===== src/rtl/pll_dyn_cfg_ctrl.sv =====
// PLL dynamic-reconfiguration and lock sequencer. It holds the divider/duty settings,
// drives reset/relock with timeout and retry, qualifies lock and gates the downstream reset.
module pll_dyn_cfg_ctrl #(
  parameter int NUM_OUT      = 5,
  parameter int RATIO_W      = 10,
  parameter int DEF_RATIOI   = 2,
  parameter int DEF_RATIOF   = 24,
  parameter int DEF_RATIOO   = 60,
  parameter int DEF_DUTYO    = 60,
  parameter int RST_CYCLES   = 16,
  parameter int LOCK_TIMEOUT = 65535,
  parameter int LOCK_STABLE  = 1024,
  parameter int MAX_RETRY    = 3
) (
  input  logic                       sys_clk,
  input  logic                       rst_n,
  input  logic                       cfg_valid,
  output logic                       cfg_ready,
  input  logic [RATIO_W-1:0]         cfg_ratioi,
  input  logic [RATIO_W-1:0]         cfg_ratiof,
  input  logic [NUM_OUT*RATIO_W-1:0] cfg_ratioo,
  input  logic [NUM_OUT*RATIO_W-1:0] cfg_duty,
  input  logic                       pll_lock,
  output logic [RATIO_W-1:0]         dyn_idiv,
  output logic [RATIO_W-1:0]         dyn_fdiv,
  output logic [NUM_OUT*RATIO_W-1:0] dyn_odiv,
  output logic [NUM_OUT*RATIO_W-1:0] dyn_duty,
  output logic                       pll_rst,
  output logic                       locked,
  output logic                       clk_rst_n,
  output logic                       cfg_done,
  output logic                       cfg_err,
  output logic [1:0]                 err_code,
  output logic [2:0]                 dbg_state
);
  localparam int RST_W = $clog2(RST_CYCLES + 1);
  localparam int TO_W  = $clog2(LOCK_TIMEOUT + 1);
  localparam int ST_W  = $clog2(LOCK_STABLE + 1);
  localparam int RT_W  = (MAX_RETRY < 1) ? 1 : $clog2(MAX_RETRY + 1);

  typedef enum logic [2:0] {
    S_RST_HOLD  = 3'd0,
    S_WAIT_LOCK = 3'd1,
    S_STABLE    = 3'd2,
    S_LOCKED    = 3'd3,
    S_FAILED    = 3'd4
  } state_t;

  state_t           state, state_n;
  logic [RST_W-1:0] rst_cnt, rst_cnt_n;
  logic [TO_W-1:0]  to_cnt, to_cnt_n;
  logic [ST_W-1:0]  st_cnt, st_cnt_n;
  logic [RT_W-1:0]  retry, retry_n;
  logic             lock_meta, lock_s;
  logic             cfg_ok, accept, load, done_n, err_n;
  logic [1:0]       code_n;

  assign dbg_state = state;
  assign accept    = cfg_valid & cfg_ready;

  always_ff @(posedge sys_clk) begin
    if (!rst_n) begin
      lock_meta <= 1'b0;
      lock_s    <= 1'b0;
    end else begin
      lock_meta <= pll_lock;
      lock_s    <= lock_meta;
    end
  end

  // Duty is in half-VCO periods, so the legal range is 1 .. 2*ratio-1.
  always_comb begin
    cfg_ok = (cfg_ratioi != '0) && (cfg_ratiof != '0);
    for (int k = 0; k < NUM_OUT; k++) begin
      if (cfg_ratioo[k*RATIO_W +: RATIO_W] == '0) cfg_ok = 1'b0;
      if (cfg_duty[k*RATIO_W +: RATIO_W] == '0) cfg_ok = 1'b0;
      if ({1'b0, cfg_duty[k*RATIO_W +: RATIO_W]} >= {cfg_ratioo[k*RATIO_W +: RATIO_W], 1'b0})
        cfg_ok = 1'b0;
    end
  end

  always_comb begin
    state_n   = state;
    rst_cnt_n = rst_cnt;
    to_cnt_n  = to_cnt;
    st_cnt_n  = st_cnt;
    retry_n   = retry;
    load      = 1'b0;
    done_n    = 1'b0;
    err_n     = 1'b0;
    code_n    = err_code;
    case (state)
      S_RST_HOLD: begin
        if (rst_cnt == RST_W'(RST_CYCLES - 1)) begin
          state_n  = S_WAIT_LOCK;
          to_cnt_n = '0;
        end else begin
          rst_cnt_n = rst_cnt + 1'b1;
        end
      end
      S_WAIT_LOCK: begin
        if (lock_s) begin
          state_n  = S_STABLE;
          st_cnt_n = '0;
        end else if (to_cnt == TO_W'(LOCK_TIMEOUT - 1)) begin
          if (retry < RT_W'(MAX_RETRY)) begin
            retry_n   = retry + 1'b1;
            state_n   = S_RST_HOLD;
            rst_cnt_n = '0;
          end else begin
            state_n = S_FAILED;
            err_n   = 1'b1;
            code_n  = 2'b10;
          end
        end else begin
          to_cnt_n = to_cnt + 1'b1;
        end
      end
      S_STABLE: begin
        // A dropout goes back to waiting without clearing the attempt's timeout budget.
        if (!lock_s) begin
          state_n = S_WAIT_LOCK;
        end else if (st_cnt == ST_W'(LOCK_STABLE - 1)) begin
          state_n = S_LOCKED;
          done_n  = 1'b1;
          retry_n = '0;
        end else begin
          st_cnt_n = st_cnt + 1'b1;
        end
      end
      S_LOCKED, S_FAILED: begin
        // Lock loss outranks a configuration offered on the same cycle.
        if (state == S_LOCKED && !lock_s) begin
          state_n   = S_RST_HOLD;
          rst_cnt_n = '0;
          err_n     = 1'b1;
          code_n    = 2'b11;
        end else if (accept) begin
          if (cfg_ok) begin
            load      = 1'b1;
            retry_n   = '0;
            state_n   = S_RST_HOLD;
            rst_cnt_n = '0;
          end else begin
            err_n  = 1'b1;
            code_n = 2'b01;
          end
        end
      end
      default: state_n = S_RST_HOLD;
    endcase
  end

  always_ff @(posedge sys_clk) begin
    if (!rst_n) begin
      state     <= S_RST_HOLD;
      rst_cnt   <= '0;
      to_cnt    <= '0;
      st_cnt    <= '0;
      retry     <= '0;
      dyn_idiv  <= RATIO_W'(DEF_RATIOI);
      dyn_fdiv  <= RATIO_W'(DEF_RATIOF);
      dyn_odiv  <= {NUM_OUT{RATIO_W'(DEF_RATIOO)}};
      dyn_duty  <= {NUM_OUT{RATIO_W'(DEF_DUTYO)}};
      pll_rst   <= 1'b1;
      cfg_ready <= 1'b0;
      locked    <= 1'b0;
      clk_rst_n <= 1'b0;
      cfg_done  <= 1'b0;
      cfg_err   <= 1'b0;
      err_code  <= 2'b00;
    end else begin
      state   <= state_n;
      rst_cnt <= rst_cnt_n;
      to_cnt  <= to_cnt_n;
      st_cnt  <= st_cnt_n;
      retry   <= retry_n;
      if (load) begin
        dyn_idiv <= cfg_ratioi;
        dyn_fdiv <= cfg_ratiof;
        dyn_odiv <= cfg_ratioo;
        dyn_duty <= cfg_duty;
      end
      pll_rst   <= (state_n == S_RST_HOLD) || (state_n == S_FAILED);
      cfg_ready <= (state_n == S_LOCKED) || (state_n == S_FAILED);
      locked    <= (state_n == S_LOCKED);
      clk_rst_n <= (state_n == S_LOCKED);
      cfg_done  <= done_n;
      cfg_err   <= err_n;
      err_code  <= code_n;
    end
  end
endmodule


===== config.mk =====
export PLATFORM = sky130hd
export DESIGN_NAME = pll_dyn_cfg_ctrl
export DESIGN_NICKNAME = d
export VERILOG_FILES = /design/src/rtl/pll_dyn_cfg_ctrl.sv
export SDC_FILE = /design/constraint.sdc
export NUM_CORES = 1
export LEC_CHECK = 0
export CAP_MARGIN = 25
export CORE_MARGIN = 2
export CORE_UTILIZATION = 47
export DETAILED_ROUTE_END_ITERATION = 10
export GPL_ROUTABILITY_DRIVEN = 1
export HOLD_SLACK_MARGIN = 0.12
export PLACE_DENSITY = 0.81
export SKIP_LAST_GASP = 1
export SYNTH_ARGS = -nofsm -noshare
export SYNTH_HDL_FRONTEND = slang
export SYNTH_SLANG_ARGS = --single-unit

===== constraint.sdc =====
create_clock -name sys_clk -period 3.45 [get_ports sys_clk]
set_input_delay 0.5175 -clock sys_clk [delete_from_list [all_inputs] [get_ports sys_clk]]
set_output_delay 0.5175 -clock sys_clk [all_outputs]
set_load 0.02 [all_outputs]

## After elaboration in Yosys (flattened, before gate mapping)

Index checks and enable logic that the tools add are counted.

- Logic and storage cells: 154
- Output and inout port bits: 131
- Input port bits: 124
- Bits in registers: 166

- Magnitude comparators: 6
- $add $sub $neg: 4
- Multiplexer cells: 69
- Reduce and logical (&&, ||, !) cells: 31
- Bitwise logic cells: 1
- Eq/ne operators: 26

Operators by type and width:

| cell | count |
|---|---|
| $logic_not A10 Y1 | 10 |
| $ge A10 B11 Y1 | 5 |
| $mux W16 | 3 |
| $mux W5 | 7 |
| $mux W11 | 3 |
| $pmux W16 S2 | 1 |
| $mux W2 | 14 |
| $ne A2 B2 Y1 const B | 14 |
| $mux W3 | 9 |
| $mux W1 | 26 |
| $pmux W11 S2 | 1 |
| $reduce_bool A10 Y1 | 2 |
| $add A16 B1 Y16 const B | 1 |
| $eq A16 B16 Y1 const B | 1 |
| $pmux W5 S3 | 1 |
| $pmux W3 S4 | 1 |
| $add A11 B1 Y11 const B | 1 |
| $eq A11 B10 Y1 const B | 1 |
| $eq A3 B2 Y1 const B | 3 |
| $ne A3 B3 Y1 const B | 3 |
| $reduce_and A9 Y1 | 1 |
| $reduce_and A4 Y1 | 2 |
| $reduce_and A7 Y1 | 1 |
| $eq A3 B3 Y1 const B | 2 |
| other kinds (18) | 24 |

## Logic depth before layout (Yosys ltp)

Gate-level depths: netlist of run 1.

- Depth in word-level cells: 23
- Depth in mapped cells: 13
- Gate-level depth less buffers: 10

## Worst setup path after synthesis of run 1

Ideal clock, no wire load.

- Path type: input to register
- Start: input cfg_ratioo[17]
- End: register dyn_odiv[22]
- Setup slack: 0.367 ns
- Buffers on the path: 2
- Data arrival time: 2.954 ns
- Stages on the path: 12
- Cells stage by stage: inv_1 -> ha_1 -> and4b_1 -> nand2_1 -> nand4_1 -> or4_1 -> or3_4 -> nor3_4 -> buf_6 -> buf_4 -> mux2i_1 -> nand2_1

- Longest elaborated chain between the ends: 17
- Elaborated cells on any way between the ends: 18

RTL lines:

| what | RTL line | RTL |
|---|---|---|
| from (decl) | 21 | `input logic [NUM_OUT*RATIO_W-1:0] cfg_ratioo,` |
| branches (longest 3 deep; another with $ge A10 B11 Y1) | - |  |
| $mux W1 (*) | 77 | `if ({1'b0, cfg_duty[k*RATIO_W +: RATIO_W]} >= {cfg_ratioo[k*RATIO_W +: RATIO_W], 1'b0})` |
| $mux W1 (*) | 75 | `if (cfg_ratioo[k*RATIO_W +: RATIO_W] == '0) cfg_ok = 1'b0;` |
| $mux W1 (*) | 76 | `if (cfg_duty[k*RATIO_W +: RATIO_W] == '0) cfg_ok = 1'b0;` |
| $mux W1 (*) | 77 |  |
| $mux W1 (*) | 75 |  |
| $mux W1 (*) | 76 |  |
| $mux W1 (*) | 77 |  |
| $mux W1 (*) | 75 |  |
| $mux W1 (*) | 76 |  |
| $mux W1 (*) | 77 |  |
| $mux W1 (*) | 139 | `if (cfg_ok) begin` |
| $mux W1 (*) | 138 | `end else if (accept) begin` |
| $mux W1 (*) | 133 | `if (state == S_LOCKED && !lock_s) begin` |
| $mux W1 (*) | 92 | `case (state)` |
| to (signal assigned) | 163 | `dyn_odiv <= {NUM_OUT{RATIO_W'(DEF_RATIOO)}};` |
| to (signal assigned) | 181 | `dyn_odiv <= cfg_ratioo;` |
| to (decl) | 26 | `output logic [NUM_OUT*RATIO_W-1:0] dyn_odiv,` |

Every way passes the cells marked *.
A chain may end at the register's enable or synchronous reset.

## Final worst setup path of run 1

- Start: input cfg_ratioo[7]
- End: register dyn_duty[14]

- Longest elaborated chain between the ends: 20
- Elaborated cells on any way between the ends: 21

RTL lines:

| what | RTL line | RTL |
|---|---|---|
| branches (longest 3 deep; another with $ge A10 B11 Y1) | - |  |
| $mux W1 (*) | 77 |  |
| $mux W1 (*) | 75 |  |
| $mux W1 (*) | 76 |  |
| $mux W1 (*) | 77 |  |
| $mux W1 (*) | 75 |  |
| $mux W1 (*) | 76 |  |
| $mux W1 (*) | 77 |  |
| [2 not listed] | - |  |
| $mux W1 (*) | 77 |  |
| $mux W1 (*) | 75 |  |
| $mux W1 (*) | 76 |  |
| $mux W1 (*) | 77 |  |
| $mux W1 (*) | 139 |  |
| $mux W1 (*) | 138 |  |
| $mux W1 (*) | 133 |  |
| $mux W1 (*) | 92 |  |
| to (signal assigned) | 164 | `dyn_duty <= {NUM_OUT{RATIO_W'(DEF_DUTYO)}};` |
| to (signal assigned) | 182 | `dyn_duty <= cfg_duty;` |
| to (decl) | 27 | `output logic [NUM_OUT*RATIO_W-1:0] dyn_duty,` |

Marked as above.

==> results.txt, run 1 <==
- The congestion estimate from routability-driven global placement came to 0.9180.
- Switching portion of total power: 24.65%
* Clock tree skew after final layout: 0.008999 ns
- Clock network fraction of design power: 43.8%
* Highest attainable clock frequency: 0.2950 GHz
* Die area: 17910 µm²
- First-pass GRT wire length: 38700 µm
- Initial antenna violation count: 0
- For the pin with the worst max-slew slack, the measured transition is 0.7300 ns.
- Total chip power: 4.226 mW
- Counting I/O delays and the setup requirement, the final critical path takes 3.390 ns.
- The finished cells cover 11920 µm².
* Library cell used as clock root buffer: sky130_fd_sc_hd__clkbuf_16
- Path class of the lowest-slack min-delay path: in2reg
* Depth of the worst register-to-register path: 10
* Net switching component of the power: 1.042 mW
- Avg Inst Size Synth: 8.287 µm²
- No sink is reached through more buffers than the 2 on the longest clock path.
- For this run, the total global-route usage over all layers was measured as 27.23%.
- Count of H-tree levels built during CTS: 4
* Comb power frac: 10.6%
- Reg2reg start: rst_cnt[0]
- End of the worst register-to-register path: to_cnt[11]
- In this run the power density over the cells is 354.6 nW/µm².
- Count of different cell masters after synthesis: 53
- Area grow syn2layout: 50.44%
* Pre-antenna DRT Iters: 5
- The analysis attributes to cell leakage a power of 4.663 nW.
* DR vias: 7998
* Clock tree sinks: 166
- Counting the fill cells in the layout gives 1219.
- Per report_power, the sequential group accounts for 45.6% of the total.
- Max-cap violations: 0
* Number of antenna diodes: 0
- The number of global-route vias before repair came to 7610.
- Hold path startpoint: cfg_ratioo[15]
- For the worst-skew pair, the clock arrives at the later sink with an insertion delay of 0.43 ns.
* GR Util met2: 44.70%
* Final WL: 25220 µm
- Post-Syn Area: 7923 µm²
- After detailed placement, the total cell area comes to 11180 µm².
- Across the VDD grid, the largest voltage drop is 0.3528 mV.
- Headroom to the max-slew limit: 51.33%
- Internal power comes to 3.185 mW.
- The final-report max-slew violation count was 0.
- IO buf count: 254
- Entering global routing, the biggest net connects 178 pins.
- Num rows: 47
* Outcome: complete, no violations
- Number of antenna-violating nets in the routed design: 0
- Across all register-to-register paths, the minimum setup slack is 0.93 ns.
- Count of final setup violators: 0
- Clock edge transition at the registers on the reported setup and hold paths: 0.07 ns
* Portion of the post-synthesis area used by sequential elements: 41.95%
- Final hold violation count: 0
- Yosys synthesis warning count: 0
- DR vias/cell: 5.350
- Count of nets after finishing: 1437
- For hold timing, the worst endpoint is dyn_odiv[15].
* Share of the cycle needed by the critical path after routing: 98.25%
- In this run the most used layer during global routing was met2.
* CP endpoint kind: register
* Nature of the critical path startpoint: input port
- The die is 133.8 µm wide.
- The setup path with the least slack is of type in2reg.
* Post-synthesis async set-or-reset flop share: 0%
- At the worst endpoint, the arrival time is 3.68 ns.
- When the netlist entered floorplanning its net count stood at 1131.
- Initial Utilization: 47.94%
- In the synthesized netlist the dominant register cell turns out to be sky130_fd_sc_hd__dfxtp_1.
- Synthesized netlist cell count: 956
- After floorplanning, the core was sized to cover 16520 µm².
* Met1 demand-to-capacity share in global routing: 34.39%
- Number of synthesized register bits: 166
- Worst hold stages: 3
- The die is 133.8 µm tall.
* Required time worst endpoint: 3.74 ns
* 1st-iter DRT viols: 636
* Global routing usage on met3: 6.614%
- Maximum fanout along the worst path: 7
- Of the cells placed in the final design, the portion with a size suffix greater than 1 is 10.20%.
* Number of remaining DRC errors: 0
- The total overflow left after global routing is 0.
- Yosys mapped a number of flops with a built-in enable equal to 0.
- 255 I/O pins were placed.
- Clock buffer count from CTS: 17
* Routed len/inst: 16.87 µm
* Clock tree from TritonCTS: built
* DP Wirelength: 18530 µm
* Final design utilization: 72.13%
-- metal layers --
| metal | vias to the layer above | share of wire [%] |
|---|---|---|
| met5 | - | 0 |
| met4 | 0 | 3.0 |
| met3 | 47 | 6.7 |
| met2 | 281 | 47 |
| met1 | 3713 | 43 |
| li1 | 3957 | - |
-- how the worst max path moves through the flow --
stage,startpoint,to
floorplan,cfg_ratioo[17],dyn_odiv[22]
global placement,cfg_ratioo[23],dyn_fdiv[3]
detailed placement,cfg_ratioo[25],dyn_duty[14]
CTS,cfg_ratioo[25],dyn_duty[14]
global route,cfg_ratioo[7],dyn_odiv[13]
finish,cfg_ratioo[7],dyn_duty[14]
-- Yosys cell counts, drive strengths merged, types with 4 or more instances --
cell type / number / share of area, %
mux2i: 45 / 5.7
inv: 54 / 2.6
o211ai: 7 / 0.66
a21oi: 15 / 0.95
nand4: 19 / 1.5
xor2: 15 / 1.7
ha: 51 / 8.1
a22o: 4 / 0.44
a211oi: 4 / 0.38
nand3: 105 / 6.6
nor2: 46 / 2.2
nor3: 11 / 0.84
o22ai: 4 / 0.32
buf: 15 / 1.7
clkbuf: 38 / 1.8
or3: 5 / 0.46
xnor2: 6 / 0.66
nor2b: 5 / 0.39
o21a: 4 / 0.38
nor4: 24 / 1.9
nand2: 166 / 7.9
o21ai: 93 / 5.9
dfxtp: 166 / 42
a31oi: 6 / 0.47
a21o: 5 / 0.47
nand2b: 6 / 0.47
-- registers in the layout (all words and copies together) (netlist names) --
register   count
dyn_duty      50
dyn_odiv      50
to_cnt        16
st_cnt        11
dyn_fdiv      10
dyn_idiv      10
rst_cnt        5
dbg_state      3
err_code       2
retry          2
cfg_done       1
cfg_err        1
cfg_ready      1
clk_rst_n      1
lock_meta      1
lock_s         1
pll_rst        1
-- cell families after synthesis --
kind of cell	after synthesis	synth area share (%)
adders and majority gates	51	8.054
xor gates and xnor gates	21	2.322
DFF	166	41.95
and+or+nand+nor	406	24.08
buffers and inverters	107	6.049
muxes	45	5.685
AOI/OAI and AO/OA	160	11.86
-- timing repair --
| item | 4_1_cts | 5_1_grt |
|---|---|---|
| hold buffers | 0 | 0 |
| endpoints found under the setup margin | 0 | 95 |
| buffers inserted | 0 | 1 |
| gates resized for setup | 0 | 19 |
-- power by group through the flow --
stage	combinational (mW)	sequential (mW)	clock, mW
floorplan	0.152	1.97	0
global placement	0.423	1.97	0
detailed placement	0.434	1.97	0
CTS	0.438	1.93	1.87
global route	0.486	1.92	1.95
finish	0.449	1.93	1.85
-- worst max-delay path: stages --
cell	delay (ns)
sky130_fd_sc_hd__clkdlybuf4s50_1	0.52
sky130_fd_sc_hd__inv_1	0.07
sky130_fd_sc_hd__ha_1	0.30
sky130_fd_sc_hd__and4b_1	0.20
sky130_fd_sc_hd__nand3_2	0.07
sky130_fd_sc_hd__nand4_1	0.07
sky130_fd_sc_hd__or4_1	0.54
sky130_fd_sc_hd__or3_4	0.40
sky130_fd_sc_hd__nor3_4	0.29
sky130_fd_sc_hd__buf_6	0.21
sky130_fd_sc_hd__buf_12	0.15
sky130_fd_sc_hd__mux2i_1	0.22
sky130_fd_sc_hd__nand2_1	0.08
-- stage by stage --
stage	hold slack [ns]	setup WS, ns	instances	setup TNS [ns]
after floorplan	0.4119	0.3665	956	0
after global placement	0.4199	-0.2997	1459	-28.59
after detailed placement	0.4240	-0.3634	1459	-33.20
after CTS	0.4063	0.06689	1491	0
after global routing	0.4101	-0.07561	1495	-1.166
final	0.4022	0.06024	1495	0
-- placed cells by master (no fill, tap or decap), drive strengths merged, types with 6 or more instances in the layout --
master,instances
dfxtp,166
nand2b,6
clkbuf,22
nand4,19
ha,51
a21oi,15
a31oi,6
xnor2,6
clkdlybuf4s50,247
o21ai,93
mux2i,45
clkinv,7
o211ai,7
nand2,166
dlymetal6s2s,6
buf,84
inv,58
nor2,46
xor2,15
nor4,24
nor3,11
nand3,105
-- layout make-up --
type	count	area (µm²)	share of cell area (%)
well taps	220	275.3	2.309
inverters	54	202.7	1.701
clock buffers	19	442.9	3.716
multi-input cells	683	4184	35.10
flip-flops and latches	166	3323	27.88
repair buffers	340	3368	28.26
clock inverters	13	122.6	1.029
No activity file was read; power rests on OpenSTA's default activity.
==> run 2, diff against run 1 <==
CAP_MARGIN = 10   (was 25)
==> results of run 2 <==
Final layout, timing and power as in run 1 (identical DEF).
